<file path="src/rtl/pwm_duty_ramp.sv">
// Soft-start / soft-stop duty ramp generator feeding the Enhanced PWM duty port.
// Moves duty one LSB per programmable interval toward a loaded target, with an optional breathe mode.
module pwm_duty_ramp #(
  parameter int R         = 5,
  parameter int STEP_BITS = 16
) (
  input  logic                 clk,
  input  logic                 reset_n,
  input  logic                 enable,
  input  logic                 load,
  input  logic [R:0]           target,
  input  logic [STEP_BITS-1:0] step_interval,
  input  logic                 breathe,
  output logic [R:0]           duty,
  output logic                 busy,
  output logic                 done
);

  localparam logic [R:0] FULL_SCALE = {1'b1, {R{1'b0}}};

  typedef enum logic [1:0] {
    IDLE,
    RAMP_UP,
    RAMP_DOWN
  } state_e;

  state_e               state_q, state_d;
  logic [R:0]           duty_q, duty_d;
  logic [R:0]           tgt_q, tgt_d;
  logic [STEP_BITS-1:0] int_q, int_d;
  logic [STEP_BITS-1:0] timer_q, timer_d;
  logic                 brth_q, brth_d;
  logic                 busy_q, busy_d;
  logic                 done_q, done_d;

  logic [R:0]           tgt_sat;
  logic [R:0]           end_pt;

  // NOTE: every signal gets its default before any branch, so no path leaves one unassigned and no latch is inferred.
  always_comb begin
    state_d = state_q;
    duty_d  = duty_q;
    tgt_d   = tgt_q;
    int_d   = int_q;
    timer_d = timer_q;
    brth_d  = brth_q;
    done_d  = 1'b0;

    tgt_sat = (target > FULL_SCALE) ? FULL_SCALE : target;
    // A breathing ramp always falls all the way to zero before turning around.
    end_pt  = (state_q == RAMP_DOWN && brth_q) ? '0 : tgt_q;

    if (load) begin
      tgt_d   = tgt_sat;
      int_d   = step_interval;
      brth_d  = breathe;
      timer_d = '0;
      if (tgt_sat > duty_q) begin
        state_d = RAMP_UP;
      end else if (tgt_sat < duty_q) begin
        state_d = RAMP_DOWN;
      end else if (!breathe) begin
        state_d = IDLE;
        done_d  = 1'b1;
      end else if (tgt_sat == '0) begin
        state_d = IDLE;
      end else begin
        state_d = RAMP_DOWN;
      end
    end else if (enable && state_q != IDLE) begin
      if (timer_q != int_q) begin
        timer_d = timer_q + 1'b1;
      end else begin
        timer_d = '0;
        // Compare before stepping so duty can never pass the end point or wrap.
        if (state_q == RAMP_UP && duty_q < end_pt) begin
          duty_d = duty_q + 1'b1;
        end else if (state_q == RAMP_DOWN && duty_q > end_pt) begin
          duty_d = duty_q - 1'b1;
        end
        if (duty_d == end_pt) begin
          if (!brth_q) begin
            state_d = IDLE;
            done_d  = 1'b1;
          end else if (state_q == RAMP_UP) begin
            state_d = RAMP_DOWN;
          end else begin
            state_d = RAMP_UP;
          end
        end
      end
    end

    busy_d = (state_d != IDLE);
  end

  // NOTE: state registers use non-blocking assignments so all flops update together from pre-edge values.
  always_ff @(posedge clk or negedge reset_n) begin
    if (!reset_n) begin
      state_q <= IDLE;
      duty_q  <= '0;
      tgt_q   <= '0;
      int_q   <= '0;
      timer_q <= '0;
      brth_q  <= 1'b0;
      busy_q  <= 1'b0;
      done_q  <= 1'b0;
    end else begin
      state_q <= state_d;
      duty_q  <= duty_d;
      tgt_q   <= tgt_d;
      int_q   <= int_d;
      timer_q <= timer_d;
      brth_q  <= brth_d;
      busy_q  <= busy_d;
      done_q  <= done_d;
    end
  end

  assign duty = duty_q;
  assign busy = busy_q;
  assign done = done_q;

endmodule
</file>
<file path="config.mk">
export PLATFORM = sky130hd
export DESIGN_NAME = pwm_duty_ramp
export DESIGN_NICKNAME = d
export VERILOG_FILES = /design/src/rtl/pwm_duty_ramp.sv
export SDC_FILE = /design/constraint.sdc
export NUM_CORES = 1
export LEC_CHECK = 0
export ABC_AREA = 1
export BUFFER_PORTS_ARGS = -buffer_cell sky130_fd_sc_hd__buf_2
export CELL_PAD_IN_SITES_DETAIL_PLACEMENT = 1
export CELL_PAD_IN_SITES_GLOBAL_PLACEMENT = 2
export CORE_MARGIN = 2
export CORE_UTILIZATION = 34
export CTS_CLUSTER_DIAMETER = 150
export DETAILED_ROUTE_END_ITERATION = 8
export PLACE_DENSITY_LB_ADDON = 0.1
export REMOVE_ABC_BUFFERS = 1
export SLEW_MARGIN = 10
export SYNTH_ARGS = -nofsm -noshare
export SYNTH_HDL_FRONTEND = slang
export SYNTH_SLANG_ARGS = --single-unit
</file>
<file path="constraint.sdc">
create_clock -name clk -period 2.8 [get_ports clk]
set_input_delay 0.28 -clock clk [delete_from_list [all_inputs] [get_ports clk]]
set_output_delay 0.28 -clock clk [all_outputs]
set_load 0.05 [all_outputs]
</file>
==> results.py <==
metrics = {
    "status": {
        "outcome": "completed",
    },
    "pwr": {
        "leakagePower_nw": 2.02,
        "vdd.ir_drop.worst_mv": 0.247,
        "cellPowerDensity_nw_per_um2": 422,
    },
    "placement": {
        "place_ws_ps": -183,
        "port_buffers": 34,
        "hpwl_mm": 6.69,
        "gp_congestion": 0.775,
    },
    "logic_synthesis": {
        "yosysSeqAreaShare": 0.383,
        "synth_area_leader_cell": "dfrtp_1",
        "dominantRegCellSynth": "dfrtp_1",
        "syn_inst": 438,
        "synth_edf_count": 0,
        "synthDistinctLibCells": 37,
        "synth_top_area_frac": 0.383,
        "synth_area_sq_um": 3200,
        "synth_area_per_cell_sq_um": 7.32,
        "synthArstFlopShare": 1.00,
        "yosysWarnings": 0,
        "synthTopCellsByArea": "dfrtp_1 38%, nand2_1 17%, ha_1 5.9%",
        "ys_seq_elements": 49,
    },
    "detailed_routing": {
        "viasPerCell": 4.88,
        "ant_nets": 0,
        "drcViolationCount": 0,
        "vias": 2951,
        "avgRoutedWirePerCell_microns": 15.1,
        "drtIter0Drc": 64,
        "firstDrtPassIters": 4,
        "drt_wl_total_mm": 9.14,
    },
    "global_routing": {
        "met1_usage": 0.270,
        "grt_antenna_before_repair": 0,
        "grt_pass1_wl_mm": 14.9,
        "grt_max_degree": 50,
        "met3_usage": 0.0264,
        "grt_remaining_overflow": 0,
        "grt_pass1_vias": 3037,
        "grt.busiest_layer": "met2",
        "grt_usage": 0.185,
        "met2_usage": 0.287,
    },
    "sta": {
        "slew_headroom": 0.576,
        "tightest_slew_ps": 636,
        "finalSetupTns_ps": 0,
        "max_freq_ghz": 0.368,
        "rsz0062_at_grt": "true",
        "fin_skew_ps": 8.65,
        "period_share": 0.970,
        "whs_ps": 65.6,
        "setup_viol": 0,
        "worst_slack_ps": 83.4,
        "finalHoldViolCount": 0,
        "drv_slew": 0,
        "fin_crit_ps": 2720,
    },
    "cts": {
        "cts_inserted_buffers": 5,
        "cts-root-buf": "clkbuf_8",
        "cts_max_level": 2,
        "cts_tree": "done",
        "clkTransAtPathRegs_ps": 90,
        "cts_sinks": 49,
        "clkLatencyLatePin_ps": 310,
        "clock_path_buffers": 2,
        "ctsHoldBuffers": 0,
    },
    "setup_path": {
        "critPathTopFamily": "simple AND/OR/NAND/NOR gates",
        "cp.arrival_ps": 2920,
        "cp_slowest_cell": "dfrtp_1",
        "worst_setup_path_end_kind": "flip-flop",
        "cp_max_fo": 7,
        "worst-setup-path-type": "reg2reg",
        "cp_data_required_time_ps": 3000,
        "path_buf_inv": 2,
        "path_cells": "inv_2 -> nand3_4 -> nand2_4 -> ha_4 -> nand2_4 -> nor2_4 -> nand2_4 -> nand3_4 -> nand2_4 -> nand2_4 -> nand2_2 -> nand2_2 -> nor2_2 -> nor2_1 -> nand2_2 -> nor2_4 -> nand3_4 -> nand2_2 -> nand3_2 -> nand2_2 -> inv_1",
        "max_stage_delay_ps": 420,
        "cp-start-kind": "flip-flop",
        "critPathCapture": "state_q[0]$_DFF_PN0_",
        "rr_worst_depth": 21,
        "path_depth": 21,
        "crit-reg2reg-launch": "state_q[0]$_DFF_PN0_",
        "crit_start": "state_q[0]$_DFF_PN0_",
        "ff2ff_setup_slack_ps": 80,
        "r2r_end": "state_q[0]$_DFF_PN0_",
    },
    "worst_hold_path": {
        "min_path_type": "in2async",
    },
    "final_layout": {
        "syn_to_final_growth_pct": 24.2,
        "fin_nets": 535,
        "multi_input_area_sq_um": 1980,
        "final_common_cell": "nand2_1",
        "final_util": 0.433,
        "most-common-layout-cells": "123 x nand2_1, 48 x dfrtp_1, 43 x inv_1, 39 x nor2_1, 34 x buf_2",
        "drive_gt1_frac": 0.259,
        "regArea_sq_um": 1230,
        "n_antenna_cell": 0,
        "fillers": 1162,
    },
    "floorplan": {
        "die_width_microns": 101,
        "ioPinCount": 35,
        "row_count": 35,
        "core_sq_um": 9200,
        "start_util": 0.348,
        "dieArea_sq_um": 10200,
        "die_y_microns": 101,
    },
    "job": {
        "maxCapViolCount": 0,
    },
}
==> logic make-up (layout without fill, tap and decap cells) <==
kind of cell	count (synthesis)	count (layout)	share of synthesized area
xor+xnor	21	21	0.0574
compound gates	51	51	0.0925
simple gates	241	242	0.337
buf+inv	61	116	0.0718
fa+ha+maj	15	15	0.0586
flops	49	49	0.383
==> cell type report <==
class	count	share of cell area
Timing Repair Buffer	56	0.0843
Clock inverter	1	0.00126
Multi-Input combinational cell	329	0.498
Clock buffer	7	0.0242
Sequential cell	49	0.308
Inverter	52	0.0491
Tap cell	111	0.0349
==> worst reg2reg max path, cell delays in order, from the launching register on <==
cell,delay [ps]
dfrtp_1,420
inv_2,70
nand3_4,160
nand2_4,100
ha_4,290
nand2_4,50
nor2_4,170
nand2_4,100
nand3_4,110
nand2_4,100
nand2_4,80
nand2_2,50
nand2_2,70
nor2_2,40
nor2_1,120
nand2_2,100
nor2_4,170
nand3_4,120
nand2_2,80
nand3_2,70
nand2_2,100
inv_1,50
==> synth_stat cells, types with 5 or more instances <==
cell type / count
clkbuf_1: 5
xor2_1: 20
nand2_1: 142
nor3_1: 6
nand3_1: 24
o21ai_0: 18
nand2_2: 7
ha_1: 15
dfrtp_1: 49
inv_2: 8
nand4_1: 6
nor2_1: 40
o21ai_1: 9
inv_1: 44
a21oi_1: 12
==> metal layers <==
metal / up-vias / wire length (microns)
met4: 0 / 108
met1: 1399 / 4830
li1: 1502 / -
met2: 40 / 3980
met3: 10 / 215
met5: - / 0
==> worst min-delay path by stage <==
| stage | depth (start not counted) | slack (ps) | from | to |
|---|---|---|---|---|
| 2_1_floorplan | 0 | -20 | reset_n | brth_q$_DFFE_PN0P_ |
| 3_3_place_gp | 2 | 440 | reset_n | duty[0]$_DFFE_PN0P_ |
| 3_5_place_dp | 2 | 450 | reset_n | duty[4]$_DFFE_PN0P_ |
| 4_1_cts | 2 | 100 | reset_n | int_q[6]$_DFFE_PN0P_ |
| 5_1_grt | 2 | 120 | reset_n | duty[0]$_DFFE_PN0P_ |
| 6_report | 2 | 70 | reset_n | duty[0]$_DFFE_PN0P_ |
==> stage by stage <==
stage / total power, mW / cell area [sq um] / std cells
6_report: 1.68 / 3980 / 605
4_1_cts: 1.63 / 3710 / 596
3_3_place_gp: 1.14 / 3580 / 587
2_1_floorplan: 1.02 / 3170 / 429
5_1_grt: 1.79 / 3980 / 605
3_5_place_dp: 1.15 / 3580 / 587
==> sequential cells by signal, indices dropped and copies added, names as in the netlist <==
name and cells:
brth_q 1, busy 1, done 1, duty 6, int_q 16, state_q 2
tgt_q 6, timer_q 16
==> power breakdown <==
| group | internal (mW) | switching, mW |
|---|---|---|
| Sequential | 0.746 | 0.0375 |
| Clock | 0.224 | 0.242 |
| Combinational | 0.167 | 0.262 |
==> repair_timing <==
action / in CTS / in global routing
pin swaps: 1 / 12
setup buffers: 0 / 9
cloned: 1 / 0
endpoints found under the setup margin: 4 / 4
gates resized for setup: 3 / 43
Power figures use the tool's default switching activity.
